==> src/rtl/sine_nco_multi.sv <==
// Multi-channel sine NCO: one phase accumulator, NUM_CH equally spaced phase offsets,
// one shared quarter-wave table read round-robin, all lanes published together.
module sine_nco_multi #(
    parameter int NUM_CH = 3,
    parameter int ACC_W  = 32,
    parameter int ADDR_W = 10,
    parameter int DATA_W = 8
) (
    input  logic                     clk,
    input  logic                     rst_n,
    input  logic                     en,
    input  logic                     sync,
    input  logic [ACC_W-1:0]         phase_step,
    output logic [NUM_CH*DATA_W-1:0] data_out,
    output logic                     out_valid,
    output logic                     busy,
    output logic                     overrun
);

    localparam int IDX_W = ADDR_W - 2;
    localparam int DEPTH = 2 ** IDX_W;
    localparam int MAG_W = DATA_W - 1;
    localparam int CH_W  = (NUM_CH > 1) ? $clog2(NUM_CH) : 1;
    localparam int CNT_W = $clog2(NUM_CH + 3) + 1;
    localparam logic [ACC_W:0]    FULL_TURN = {1'b1, {ACC_W{1'b0}}};
    localparam logic [ACC_W-1:0]  CH_OFFSET = ACC_W'(FULL_TURN / (ACC_W + 1)'(NUM_CH));
    localparam logic [DATA_W-1:0] MID       = {1'b1, {(DATA_W - 1){1'b0}}};
    localparam real               HALF_PI   = 1.5707963267948966;

    // Quarter-wave magnitudes sampled at bin centres, built at elaboration time.
    logic [MAG_W-1:0] rom_table [DEPTH];
    for (genvar k = 0; k < DEPTH; k++) begin : g_rom
        localparam real ANGLE = HALF_PI * (real'(k) + 0.5) / real'(DEPTH);
        localparam int  MAG   = $rtoi(real'((2 ** MAG_W) - 1) * $sin(ANGLE) + 0.5);
        assign rom_table[k] = MAG_W'(MAG);
    end

    typedef enum logic [1:0] {IDLE, READ, DRAIN} state_t;

    state_t                  state_q, state_d;
    logic [CNT_W-1:0]        cnt_q, cnt_d;
    logic [ACC_W-1:0]        acc_q, acc_d;
    logic [ACC_W-1:0]        ph_q, ph_d;
    logic                    rd_v_q, rd_v_d;
    logic [CH_W-1:0]         rd_ch_q, rd_ch_d;
    logic [IDX_W-1:0]        rd_idx_q, rd_idx_d;
    logic [1:0]              rd_quad_q, rd_quad_d;
    logic                    dat_v_q, dat_v_d;
    logic [CH_W-1:0]         dat_ch_q, dat_ch_d;
    logic [1:0]              dat_quad_q, dat_quad_d;
    logic [MAG_W-1:0]        rom_q, rom_d;
    logic [DATA_W-1:0]       stage_q [NUM_CH];
    logic [DATA_W-1:0]       stage_d [NUM_CH];
    logic [NUM_CH*DATA_W-1:0] data_out_q, data_out_d;
    logic                    out_valid_q, out_valid_d;
    logic                    busy_q, busy_d;
    logic                    overrun_q, overrun_d;
    logic [DATA_W-1:0]       recon;

    always_comb begin
        state_d     = state_q;
        cnt_d       = cnt_q;
        acc_d       = acc_q;
        ph_d        = ph_q;
        rd_v_d      = 1'b0;
        rd_ch_d     = rd_ch_q;
        rd_idx_d    = rd_idx_q;
        rd_quad_d   = rd_quad_q;
        dat_v_d     = rd_v_q;
        dat_ch_d    = rd_ch_q;
        dat_quad_d  = rd_quad_q;
        rom_d       = rom_table[rd_idx_q];
        stage_d     = stage_q;
        data_out_d  = data_out_q;
        out_valid_d = 1'b0;
        busy_d      = busy_q;
        overrun_d   = overrun_q;

        // Fold the magnitude back into offset-binary around mid-scale.
        recon = dat_quad_q[1] ? (MID - {1'b0, rom_q}) : (MID + {1'b0, rom_q});
        if (dat_v_q) begin
            stage_d[dat_ch_q] = recon;
        end

        if (en && busy_q) begin
            overrun_d = 1'b1;
        end

        case (state_q)
            IDLE: begin
                if (en) begin
                    acc_d   = acc_q + phase_step;
                    ph_d    = acc_d;
                    busy_d  = 1'b1;
                    cnt_d   = '0;
                    state_d = READ;
                end
            end
            READ: begin
                // One channel per cycle; mirror the index in odd quadrants.
                rd_v_d    = 1'b1;
                rd_ch_d   = CH_W'(cnt_q);
                rd_quad_d = ph_q[ACC_W-1 -: 2];
                rd_idx_d  = ph_q[ACC_W-3 -: IDX_W] ^ {IDX_W{ph_q[ACC_W-2]}};
                ph_d      = ph_q + CH_OFFSET;
                if (cnt_q == CNT_W'(NUM_CH - 1)) begin
                    cnt_d   = '0;
                    state_d = DRAIN;
                end else begin
                    cnt_d = cnt_q + 1'b1;
                end
            end
            DRAIN: begin
                if (cnt_q == CNT_W'(2)) begin
                    for (int i = 0; i < NUM_CH; i++) begin
                        data_out_d[i*DATA_W +: DATA_W] = stage_q[i];
                    end
                    out_valid_d = 1'b1;
                    busy_d      = 1'b0;
                    cnt_d       = '0;
                    state_d     = IDLE;
                end else begin
                    cnt_d = cnt_q + 1'b1;
                end
            end
            default: begin
                state_d = IDLE;
            end
        endcase

        // Resynchronisation dominates everything, including a same-cycle tick.
        if (sync) begin
            acc_d       = '0;
            state_d     = IDLE;
            cnt_d       = '0;
            busy_d      = 1'b0;
            out_valid_d = 1'b0;
            overrun_d   = 1'b0;
            rd_v_d      = 1'b0;
            dat_v_d     = 1'b0;
            data_out_d  = data_out_q;
        end
    end

    always_ff @(posedge clk or negedge rst_n) begin
        if (!rst_n) begin
            state_q     <= IDLE;
            cnt_q       <= '0;
            acc_q       <= '0;
            ph_q        <= '0;
            rd_v_q      <= 1'b0;
            rd_ch_q     <= '0;
            rd_idx_q    <= '0;
            rd_quad_q   <= '0;
            dat_v_q     <= 1'b0;
            dat_ch_q    <= '0;
            dat_quad_q  <= '0;
            rom_q       <= '0;
            for (int i = 0; i < NUM_CH; i++) begin
                stage_q[i] <= MID;
            end
            data_out_q  <= {NUM_CH{MID}};
            out_valid_q <= 1'b0;
            busy_q      <= 1'b0;
            overrun_q   <= 1'b0;
        end else begin
            state_q     <= state_d;
            cnt_q       <= cnt_d;
            acc_q       <= acc_d;
            ph_q        <= ph_d;
            rd_v_q      <= rd_v_d;
            rd_ch_q     <= rd_ch_d;
            rd_idx_q    <= rd_idx_d;
            rd_quad_q   <= rd_quad_d;
            dat_v_q     <= dat_v_d;
            dat_ch_q    <= dat_ch_d;
            dat_quad_q  <= dat_quad_d;
            rom_q       <= rom_d;
            stage_q     <= stage_d;
            data_out_q  <= data_out_d;
            out_valid_q <= out_valid_d;
            busy_q      <= busy_d;
            overrun_q   <= overrun_d;
        end
    end

    assign data_out  = data_out_q;
    assign out_valid = out_valid_q;
    assign busy      = busy_q;
    assign overrun   = overrun_q;

endmodule
==> config.mk <==
export PLATFORM = sky130hd
export DESIGN_NAME = sine_nco_multi
export DESIGN_NICKNAME = d
export VERILOG_FILES = /design/src/rtl/sine_nco_multi.sv
export SDC_FILE = /design/constraint.sdc
export NUM_CORES = 1
export LEC_CHECK = 0
export CORE_MARGIN = 1.5
export CORE_UTILIZATION = 40
export DETAILED_ROUTE_END_ITERATION = 6
export HOLD_SLACK_MARGIN = 0.1
export SLEW_MARGIN = 20
export SYNTH_ARGS = -nofsm -noshare
export SYNTH_HDL_FRONTEND = slang
export SYNTH_SLANG_ARGS = --single-unit
export TNS_END_PERCENT = 100
==> constraint.sdc <==
create_clock -name clk -period 2.7 [get_ports clk]
set_input_delay 0.27 -clock clk [delete_from_list [all_inputs] [get_ports clk]]
set_output_delay 0.27 -clock clk [all_outputs]
set_load 0.02 [all_outputs]
; Word-level counts from Yosys, hierarchy flattened
; Memory sizes are Yosys's and may differ from the RTL's. A register that Yosys moved wholly into a read port is not among the register bits.
; Index checks and enable logic that the tools add are counted.
[totals]
ff_bits = 139
mem_bits_ro = 1792
input_bits = 36
out_inout_bits = 27
memories = 1
[classes]
add_sub_neg = 5
magnitude_cmp = 2
eq_ne = 7
muxes = 29
bitwise = 4
n_reduce_logical = 17
[mem_list]
columns = name, depth, width, read_ports, rd_ports_with_merged_regs, write_ports, line
row1 = (name not given), 256, 7, 1, 1, 0, 72  ; rom_d = rom_table[rd_idx_q];
[ops]
columns = operator, n
row1 = $mux W32, 3
row2 = $pmux W32 S2, 1
row3 = $add A32 B31 Y32 const B, 1
row4 = $add A32 B32 Y32, 1
row5 = $bwmux W24, 1
row6 = $demux W8 S2, 1
row7 = $mux W8, 2
row8 = $mux W4, 3
row9 = $mux W1, 11
row10 = $ne A3 B3 Y1 const B, 3
row11 = $not A8 Y9, 1
row12 = $reduce_and A3 Y1, 3
row13 = $add A8 B7 Y8 const A, 1
row14 = $mux W2, 4
row15 = $pmux W4 S2, 1
row16 = $reduce_bool A2 Y1, 4
row17 = $sub A8 B7 Y8 const A, 1
row18 = $xor A8 B8 Y8, 1
row19 = $pmux W2 S3, 1
row20 = $reduce_and A2 Y1, 3
row21 = $reduce_bool A3 Y1, 2
row22 = $add A4 B1 Y4 const B, 1
row23 = $eq A4 B2 Y1 const B, 1
row24 = $ge A3 B3 Y1 const B, 1
row25 = other kinds (11), 12

; Longest topological paths before layout
; Gate-level depths: netlist of run 1.
[depth]
word_depth = 6
ltp_mapped = 11
mapped_depth_nobuf = 10

; Worst setup path before layout of run 1
; OpenSTA, ideal clock, no wires.
[synth_path]
path_kind = reg-to-reg
from = reg acc_q[15]
to = reg ph_q[31]
setup_time_ns = 0.087
t_arrival_ns = 2.411
t_required_ns = 2.613
setup_slack_ns = 0.202
path_stages_with_launch = 11
path_cell_list = dfrtp_1 > ha_1 > buf_2 > and4_1 > nor3b_2 > a22o_2 > a21oi_2 > o31a_4 > o221a_4 > mux2_4 > a211oi_2
[synth_between]
elab_chain_len = 3
[synth_lines]
columns = element, line
row1 = "start, declared", 42  ; logic [ACC_W-1:0] acc_q, acc_d;
row2 = "start signal, assigned", 149  ; acc_q <= '0;
row3 = "start signal, assigned", 169  ; acc_q <= acc_d;
row4 = $add A32 B32 Y32, 92  ; acc_d = acc_q + phase_step;
row5 = $mux W32, 91  ; if (en) begin
row6 = $pmux W32 S2, 89  ; case (state_q)
row7 = "end signal, assigned", 170  ; ph_q <= ph_d;
row8 = "end, declared", 43  ; logic [ACC_W-1:0] ph_q, ph_d;
; Every way passes these cells. The select of a mux whose other input is x is not followed.
; A chain may end at the register's enable or synchronous reset.

; Worst setup path after layout of run 1
; Same ends and word-level chain as after synthesis.

==> results.cfg, run 1 <==
[clock_network]
cts_tree = yes
cts_root_buffer = clkbuf_16
cts_buffer_depth = 2
clk_latency_ns = 0.44
clock_sinks = 144
cts.htree.levels = 4
numCtsBuffers = 17
clkSlewWorstSetupHoldPaths_ns = 0.07

[pwr]
power_density_mw_per_mm2 = 1120
vdd.ir_drop.worst_v = 0.000493
finalPower_w = 0.0136
p_leak_nw = 5.36

[die]
dieArea_mm2 = 0.0256
coreArea_mm2 = 0.0242
die-height_um = 160
io_pins = 63
fp-row-count = 57
initial_core_util = 0.407
die_x_um = 160

[grt]
grt_overflow = 0
grt_pass1_wl_um = 44500
grt_usage = 0.211
antenna_found_initial = 0
grt_max_degree = 56
grt_pass1_vias = 8745

[worst_setup_path]
rrSetupSlack_ns = 0.12
critPathLaunch = acc_q[15]
r2r-start = acc_q[15]
cp.required_ns = 3.05
worstSetupPathType = flip-flop to flip-flop
cp_max_fo = 6
critPathCapture = ph_q[31]
start_kind = flip-flop
reg2regPathDepth = 9
worstSetupEndpointType = flip-flop
crit_arrival_ns = 2.93
rr_endpoint = ph_q[31]

[placed_design]
gp_congestion = 0.884
port_buffers = 62
hpwl_um = 18700
post-place-cells = 1639

[sta]
hold_viol = 0
tns_ns = 0
relSlewSlack = 0.503
finalCritPeriodShare = 0.956
skew_ns = 0.0149
layout_min_cycle_time_ns = 2.58
tightest_slew_ns = 0.738
finalMaxSlewViolations = 0
fmax_ghz = 0.387
holdWs_ns = 0.365
setup_viol = 0

[routing]
detail_route.wl_per_cell_um = 15.8
dr.pass1.iters = 7
drtAntennaViolNets = 0
wirelength_um = 26600
via_count = 9245
drc_errors = 0
viasPerCell = 5.51
drtIter0Drc = 689

[final_layout]
nFillCells = 2383
syn_to_final_growth_pct = 23.5
layout-drive-gt1-share = 0.148
fin_cells = 1677
antenna_cells = 0
fin_nets = 1425

[synthesis]
synth-main-ff-cell = dfrtp_1
yosysWarnings = 0
ys_ff_latch = 144
synth-edff-count = 0
synth_cell_types = 82
synthCells = 1243
synth_seq_area_share = 0.366
syn_area_mm2 = 0.00986
synth_fp_nets = 1328
synth_async_sr_flop_share = 1.00
avgSynthCellArea_um2 = 7.93

[flow_run]
cap_violations = 0

[run_status]
status = finished, final reports clean

[hold_path]
hp-class = input pin to asynchronous set/reset pin
power by group:
| part | internal (W) | switching (W) | total [W] |
|---|---|---|---|
| combinational | 0.00325 | 0.00428 | 0.00753 |
| sequential | 0.00283 | 0.000878 | 0.00371 |
| clock | 0.00132 | 0.00110 | 0.00241 |
| total | 0.00739 | 0.00625 | 0.0136 |
registers in the layout, summed over array words and instances, names as in the netlist, 2 cells and up:
name and flops:
cnt_q 4, stage_q 24, state_q 2, data_out 24
rd_idx_q 8, ph_q 32, dat_ch_d 2, acc_q 32
rom_q 7, dat_ch_q 2
worst max-delay path, stage by stage, from the launching register on:
cell,delay (ns)
dfrtp_1,0.38
ha_1,0.37
and4_1,0.24
nor3b_2,0.19
a22o_2,0.18
a21oi_4,0.05
o31a_4,0.40
o221a_4,0.23
mux2_4,0.26
a211oi_2,0.20
through the flow:
stage / cell area, um^2 / utilization / setup slack (ns)
4_1_cts: 12000 / 0.494 / 0.0137
3_3_place_gp: 11300 / 0.467 / -0.387
5_1_grt: 12200 / 0.502 / -0.0150
6_report: 12200 / 0.502 / 0.118
2_1_floorplan: 9860 / - / 0.202
3_5_place_dp: 11300 / 0.467 / -0.515
timing repair:
action | in CTS | in global routing
resized for setup | 6 | 31
setup endpoints to repair | 7 | 22
pin swaps | 1 | 16
hold buffers | 1 | 0
hold endpoints to repair | 46 | 0
setup buffers | 1 | 5
cloned | 0 | 0
metal layers:
layer  vias up  global-route usage  wire length, um
met5         -                   0                0
met1      4381               0.299            13100
met2       210               0.343            12200
met4         0              0.0425              241
li1       4627                   -                -
met3        27              0.0330             1030
layout by cell type, fill, tap and decap left out, drive strengths merged, types with 10 or more instances in the layout:
cell,count
a211oi,10
a21o,16
a21oi,142
a31oi,14
buf,113
clkbuf,17
clkdlybuf4s50,61
dfrtp,138
ha,48
inv,46
mux2i,12
nand2,221
nand3,29
nand4,10
nor2,95
nor2b,10
nor3,25
o211ai,15
o21a,12
o21ai,109
o22ai,21
xnor2,29
xor2,12
cell type report:
type,count,area [um^2],share of cell area
multi-input cells,962,5930,0.487
flip-flops and latches,144,3610,0.297
repair buffers,175,1490,0.122
clock buffers,17,425,0.0349
well taps,324,405,0.0333
clock inverters,15,170,0.0140
inverters,40,150,0.0123
cells in the mapped netlist (14+ instances only):
cell type	count	area share
nand2_1	221	0.084
a21oi_1	139	0.071
dfrtp_1	138	0.35
nor2_1	95	0.036
o21ai_0	95	0.048
clkbuf_1	82	0.031
ha_1	48	0.061
inv_1	38	0.014
xnor2_1	29	0.026
nand3_1	28	0.014
nor3_1	25	0.013
o22ai_1	21	0.013
a21o_1	16	0.012
o211ai_1	15	0.011
a31oi_1	14	0.0089
o21ai_1	14	0.0071
worst min-delay path by stage:
stage	endpoint	depth (start not counted)	slack (ns)	from
floorplan	acc_q[0]	0	-0.03	rst_n
global placement	data_out[11]	1	0.27	rst_n
detailed placement	data_out[11]	1	0.27	rst_n
CTS	dat_ch_q[1]	0	0.37	dat_ch_d[1]
global route	dat_ch_q[1]	0	0.38	dat_ch_d[1]
finish	data_out[11]	2	0.37	rst_n
cells by family (layout without fill, tap and decap cells):
| family | count (synthesis) | in the layout | share of synthesized area |
|---|---|---|---|
| AOI/OAI and AO/OA | 417 | 417 | 0.264 |
| buffers and inverters | 137 | 247 | 0.0532 |
| adders and majority gates | 49 | 49 | 0.0629 |
| DFF | 144 | 144 | 0.366 |
| and+or+nand+nor | 433 | 433 | 0.191 |
| xor gates and xnor gates | 41 | 41 | 0.0364 |
| muxes | 22 | 22 | 0.0263 |
No activity file was read; power rests on OpenSTA's default activity.
==> run 2, diff against run 1 <==
--- a/config.mk
+++ b/config.mk
@@ -5,6 +5,7 @@
 export SDC_FILE = /design/constraint.sdc
 export NUM_CORES = 1
 export LEC_CHECK = 0
+export CORE_ASPECT_RATIO = 1.5
 export CORE_MARGIN = 1.5
 export CORE_UTILIZATION = 40
 export DETAILED_ROUTE_END_ITERATION = 6
==> run 2 against run 1 <==
Combinational power rose by 1%. Sequential cell count stayed put. Critical endpoint unchanged. Clock skew down 0.0054 ns. Sequential power is essentially flat. Count of clock-buffer cells in the layout grew 1. Largest cell class unchanged. Via count is 1.3% higher. Global-route usage up 0.91 points. Clock power is 2% lower. First-iteration DRC count decreased by 11%. Critical path depth unchanged. Largest power group unchanged. Register-to-register slack got worse by 0.05 ns.
==> results.cfg, run 2 (same netlist as run 1, synthesis figures left out) <==
[final_layout]
antenna_cells = 0
reg.largest.list = acc_q x32, ph_q x32
final_cell_mix = nand2_1 (220), dfrtp_1 (138), a21oi_1 (136)
syn_to_final_growth_pct = 23.2
seqCellArea_mm2 = 0.00361
multi_input_comb_area_mm2 = 0.00584
fin_nets = 1431
layout-drive-gt1-share = 0.146
nFillCells = 2418
final_common_cell = nand2_1

[worst_setup_path]
cp_cell_sequence = ha_1 -> and2_1 -> nand3_1 -> a21oi_2 -> a21oi_2 -> o31a_4 -> o221a_4 -> mux2_4 -> a211oi_2
reg2regPathDepth = 9
max_stage_delay_ns = 0.42
path_delay_family = compound AO/OA/AOI/OAI gates
path_common_cell = a21oi_2
cp.required_ns = 3.06
worstSetupEndpointType = flip-flop
start_kind = flip-flop
cp_max_fo = 5
slowest_stage = o31a_4
cp.buffers_inverters = 0
crit_cells = 9
worstSetupPathType = flip-flop to flip-flop
crit_arrival_ns = 2.99

[die]
coreArea_mm2 = 0.0243
initial_core_util = 0.406
die_x_um = 131
fp-row-count = 70
io_pins = 63
die-height_um = 195
dieArea_mm2 = 0.0256

[grt]
grt_usage = 0.221
grt_overflow = 0
grt_max_degree = 67
grt_pass1_vias = 9490
antenna_found_initial = 0
grt_pass1_wl_um = 46100

[pwr]
p_int_w = 0.00737
power_density_mw_per_mm2 = 1130
power_frac_seq = 0.269
p_sw_w = 0.00631
p_clk_frac = 0.172
power_frac_comb = 0.558
vdd.ir_drop.worst_v = 0.000524
sw_frac_of_total = 0.461
finalPower_w = 0.0137
p_leak_nw = 5.39

[routing]
drtIter0Drc = 610
via_count = 9365
drtAntennaViolNets = 0
dr.pass1.iters = 5
wirelength_um = 27500
viasPerCell = 5.56
detail_route.wl_per_cell_um = 16.3
drc_errors = 0

[placed_design]
gp_congestion = 0.923
preCtsSetupSlack_ns = -0.544
hpwl_um = 19800
port_buffers = 62

[hold_path]
hold_depth = 0
hp-class = flip-flop to flip-flop

[sta]
finalMaxSlewViolations = 0
rsz0062_at_grt = yes
hold_viol = 0
tightest_slew_ns = 0.723
layout_min_cycle_time_ns = 2.63
fmax_ghz = 0.380
skew_ns = 0.00949
final.setup.worst_slack_ns = 0.0717
relSlewSlack = 0.513
finalCritPeriodShare = 0.973
setup_viol = 0

[clock_network]
cts_root_buffer = clkbuf_16
cts_tree = yes
cts.htree.levels = 4
cts_buffer_depth = 2
clkSlewWorstSetupHoldPaths_ns = 0.07
clock_sinks = 144
numCtsBuffers = 17
clk_latency_ns = 0.44

[flow_run]
cap_violations = 0

[run_status]
status = finished, final reports clean
[run 2: final timing paths]
check                               to  slack [ns]        start
max                           ph_q[31]        0.07     acc_q[3]
min                        dat_ch_q[1]        0.37  dat_ch_d[1]
max reg2reg                   ph_q[31]        0.07     acc_q[3]
min reg2reg                dat_ch_q[1]        0.37  dat_ch_d[1]
max in group asynchronous     ph_q[21]        1.40        rst_n
min in group asynchronous  data_out[6]        0.40        rst_n
[run 2: cell type report]
| class | count | area share |
|---|---|---|
| clock buffers | 18 | 0.0361 |
| clock inverters | 14 | 0.0116 |
| inverters | 40 | 0.0124 |
| multi-input cells | 962 | 0.481 |
| flip-flops and latches | 144 | 0.297 |
| well taps | 324 | 0.0334 |
| repair buffers | 181 | 0.128 |
[run 2: worst register-to-register path, cell delays in order (launching register included)]
cell and delay, ns:
dfrtp_1 0.38, ha_1 0.32, and2_1 0.19, nand3_1 0.14, a21oi_2 0.29, a21oi_2 0.13, o31a_4 0.42, o221a_4 0.24
mux2_4 0.26, a211oi_2 0.17
[run 2: per-layer routing]
layer  GRT usage  vias up  share of wire
li1            -     4638              -
met1       0.241     4437           0.40
met2       0.409      214           0.53
met3      0.0332       76          0.033
met4       0.117        0          0.038
met5           0        -              0
[run 2: power by group through the flow]
stage                     sequential [W]  clock, W  combinational, W
final                            0.00368   0.00235           0.00763
after global routing             0.00380   0.00249           0.00853
after floorplan                  0.00322         0           0.00551
after CTS                        0.00366   0.00241           0.00753
after global placement           0.00368         0           0.00735
after detailed placement         0.00370         0           0.00743
[run 2: per-stage QoR]
step / TNS, ns / hold WS (ns) / util / instance area [um^2] / cells
floorplan: 0 / -0.0256 / - / 9860 / 1243
global placement: -8.56 / 0.316 / 0.471 / 11400 / 1648
detailed placement: -9.69 / 0.318 / 0.471 / 11400 / 1648
CTS: 0 / 0.379 / 0.497 / 12100 / 1682
global route: -0.0928 / 0.388 / 0.501 / 12200 / 1683
finish: 0 / 0.374 / 0.501 / 12200 / 1683
[run 2: what timing repair did]
item                                    CTS  global route
endpoints found under the hold margin    59             0
pin swaps                                 1            14
resized for setup                         8            19
setup buffers                             1             2
endpoints found under the setup margin    7            21
hold buffers                              1             0
==> edit, RTL diff (flow settings as in run 1) <==
Re-encode `state_t` (3 states) as one-hot, 3 bits wide.
--- a/src/rtl/sine_nco_multi.sv
+++ b/src/rtl/sine_nco_multi.sv
@@ -36,5 +36,5 @@
     end
 
-    typedef enum logic [1:0] {IDLE, READ, DRAIN} state_t;
+    typedef enum logic [2:0] {IDLE = 3'b001, READ = 3'b010, DRAIN = 3'b100} state_t;
 
     state_t                  state_q, state_d;
Function: no difference found for any inputs over 4 cycles, from zero or initial values and one cycle with rst_n low; so few cycles prove little.
==> edit against run 1 <==
- the run now ends with negative setup slack left
- wire length decreased by 12%
- critical path type unchanged
- power down 28%
- sequential cell count grew 1
- worst setup slack worse by 0.37 ns
- critical endpoint is now ph_q[30]$_DFFE_PN0P_
- highest routed layer unchanged
- fmax shrank 12%
- cell area fell by 4.3%
- synthesized area down 6.6%
- die area shrank 6.5%
==> edit: results (changes against run 1) <==
outcome -> complete, but fails checks (was finished, final reports clean)
failing checks -> negative setup slack
Max Fanout on Critical Path -> 2 (was 6)
worst slack at placement -> -0.706 ns (was -0.515 ns)
setup ws final -> -0.249 ns (was 0.118 ns)
n_diodes -> 0 (unchanged)
Reg2Reg Depth -> 11 (was 9)
met1 usage -> 0.281 (was 0.299)
Crit-path slowest cell -> dfrtp_1 (was o31a_4)
combinational power -> 4.21 mW (was 7.53 mW)
Netlist cell types -> 71 (was 82)
Rel. slew slack -> 0.515 (was 0.503)
M3 GR Usage -> 0.0308 (was 0.0330)
Post-DP Area -> 10700 um^2 (was 11300 um^2)
setup violators final -> 19 (was 0)
Worst-Skew Late Latency -> 0.43 ns
skew final -> 0.0142 ns (was 0.0149 ns)
IO Port Bufs -> 62 (unchanged)
Longest Clk Path Bufs -> 2 (unchanged)
CP Launch Point -> acc_q[0]$_DFFE_PN0P_ (was acc_q[15]$_DFFE_PN0P_)
GRT Total Usage -> 0.202 (was 0.211)
clock root buffer -> clkbuf_16 (unchanged)
Post-synth top cells -> nand2_1 (222), dfrtp_1 (138), a21oi_1 (103) (was nand2_1 (221), a21oi_1 (139), dfrtp_1 (138))
ys async rst share -> 1.00 (unchanged)
met2 Use GR -> 0.323 (was 0.343)
htree depth -> 4 (unchanged)
Largest delay share family, worst path -> compound AO/OA/AOI/OAI gates (unchanged)
Synth Warn # -> 0 (unchanged)
VDD IR max -> 0.437 mV (was 0.493 mV)
P_leak -> 5.28 nW (was 5.36 nW)
Largest regs -> acc_q: 32 flops, ph_q: 32 flops (unchanged)
Mapped Nets -> 1199 (was 1328)
Clock transition at path regs -> 0.06 ns
GP Congestion -> 0.884 (about the same)
DP HPWL -> 16300 um (was 18700 um)
setup tns final -> -2.17 ns (was 0 ns)
worst path arrival time -> 3.26 ns (was 2.93 ns)
largest net degree at the start of global routing -> 53 (was 56)
vias in the first global route -> 7974 (was 8745)
first-pass GRT wire length -> 39300 um (was 44500 um)
switching share of total power -> 0.397 (was 0.458)
ys flop type -> dfrtp_1 (unchanged)
initial antenna violation count -> 0 (unchanged)
clk pwr -> 2.55 mW (was 2.41 mW)
nets -> 1311 (was 1425)
CP peak stage delay -> 0.42 ns (was 0.40 ns)
worst hold margin -> 0.321 ns (was 0.365 ns)
via/cell ratio -> 5.48 (was 5.51)
register area share after synthesis -> 0.395 (was 0.366)
cts bufs inserted -> 17 (unchanged)
worst r2r dst -> ph_q[30]$_DFFE_PN0P_ (was ph_q[31]$_DFFE_PN0P_)
DR pass1 iterations -> 5 (was 7)
HP Class -> input pin to asynchronous set/reset pin (unchanged)
DR WL/cell -> 15.2 um (was 15.8 um)
layout cells sized above 1 -> 0.158 (was 0.148)
initial drt markers -> 627 (was 689)
synth top area cells -> dfrtp_1 (37%), nand2_1 (9.0%), ha_1 (6.0%), a21oi_1 (5.6%), o21ai_0 (4.8%) (was dfrtp_1 (35%), nand2_1 (8.4%), a21oi_1 (7.1%), ha_1 (6.1%), o21ai_0 (4.8%))
CP Capture Type -> register (unchanged)
[edit: changes by cell type after synthesis, sizes merged, moves of 8 or more]
cell	delta
xnor2	-12
xor2	+11
nor3	-10
inv	-10
o22ai	-13
a21oi	-39
nand4	-8
a211oi	+12
o21ai	-8
clkbuf	-21
a21o	+12
[edit: worst register-to-register path: cells and delay by family (launching register included)]
family / cells / cell delay, ns
adder cells (fa/ha/maj): 2 / 0.55
flip-flops: 1 / 0.42
AO/OA/AOI/OAI: 8 / 1.64
multiplexers: 1 / 0.25
[edit: kinds of logic after synthesis]
family	after synthesis	synth area share
adders and majority gates	45	0.0619
buffers and inverters	98	0.0407
AOI/OAI and AO/OA	369	0.257
xor gates and xnor gates	40	0.0380
muxes	15	0.0194
and+or+nand+nor	406	0.188
DFF	145	0.395
[edit: metrics by stage]
stage | std cells | total power [mW]
CTS | 1523 | 9.80
global route | 1528 | 10.6
global placement | 1489 | 7.13
finish | 1528 | 9.86
floorplan | 1118 | 5.93
detailed placement | 1489 | 7.16
[edit: timing repair]
item | CTS | global route
hold buffers | 1 | 0
pin swaps | 16 | 31
resized for setup | 9 | 42
setup endpoints to repair | 17 | 31
endpoints found under the hold margin | 41 | 0
setup buffers | 1 | 7
[edit: final cells by class]
cell class | instances | area, um^2
Fill cell | 2088 | 11000
Multi-Input combinational cell | 875 | 5490
Sequential cell | 145 | 3640
Timing Repair Buffer | 162 | 1420
Clock buffer | 18 | 429
Tap cell | 285 | 357
Clock inverter | 14 | 204
Inverter | 29 | 109
[edit: routing by layer]
layer  share of wire  vias up  routed length, um
met5               0        -                  0
met4           0.016        0                368
met3           0.038       25                887
met2            0.47      184              10900
met1            0.48     3965              11200
li1                -     4196                  -
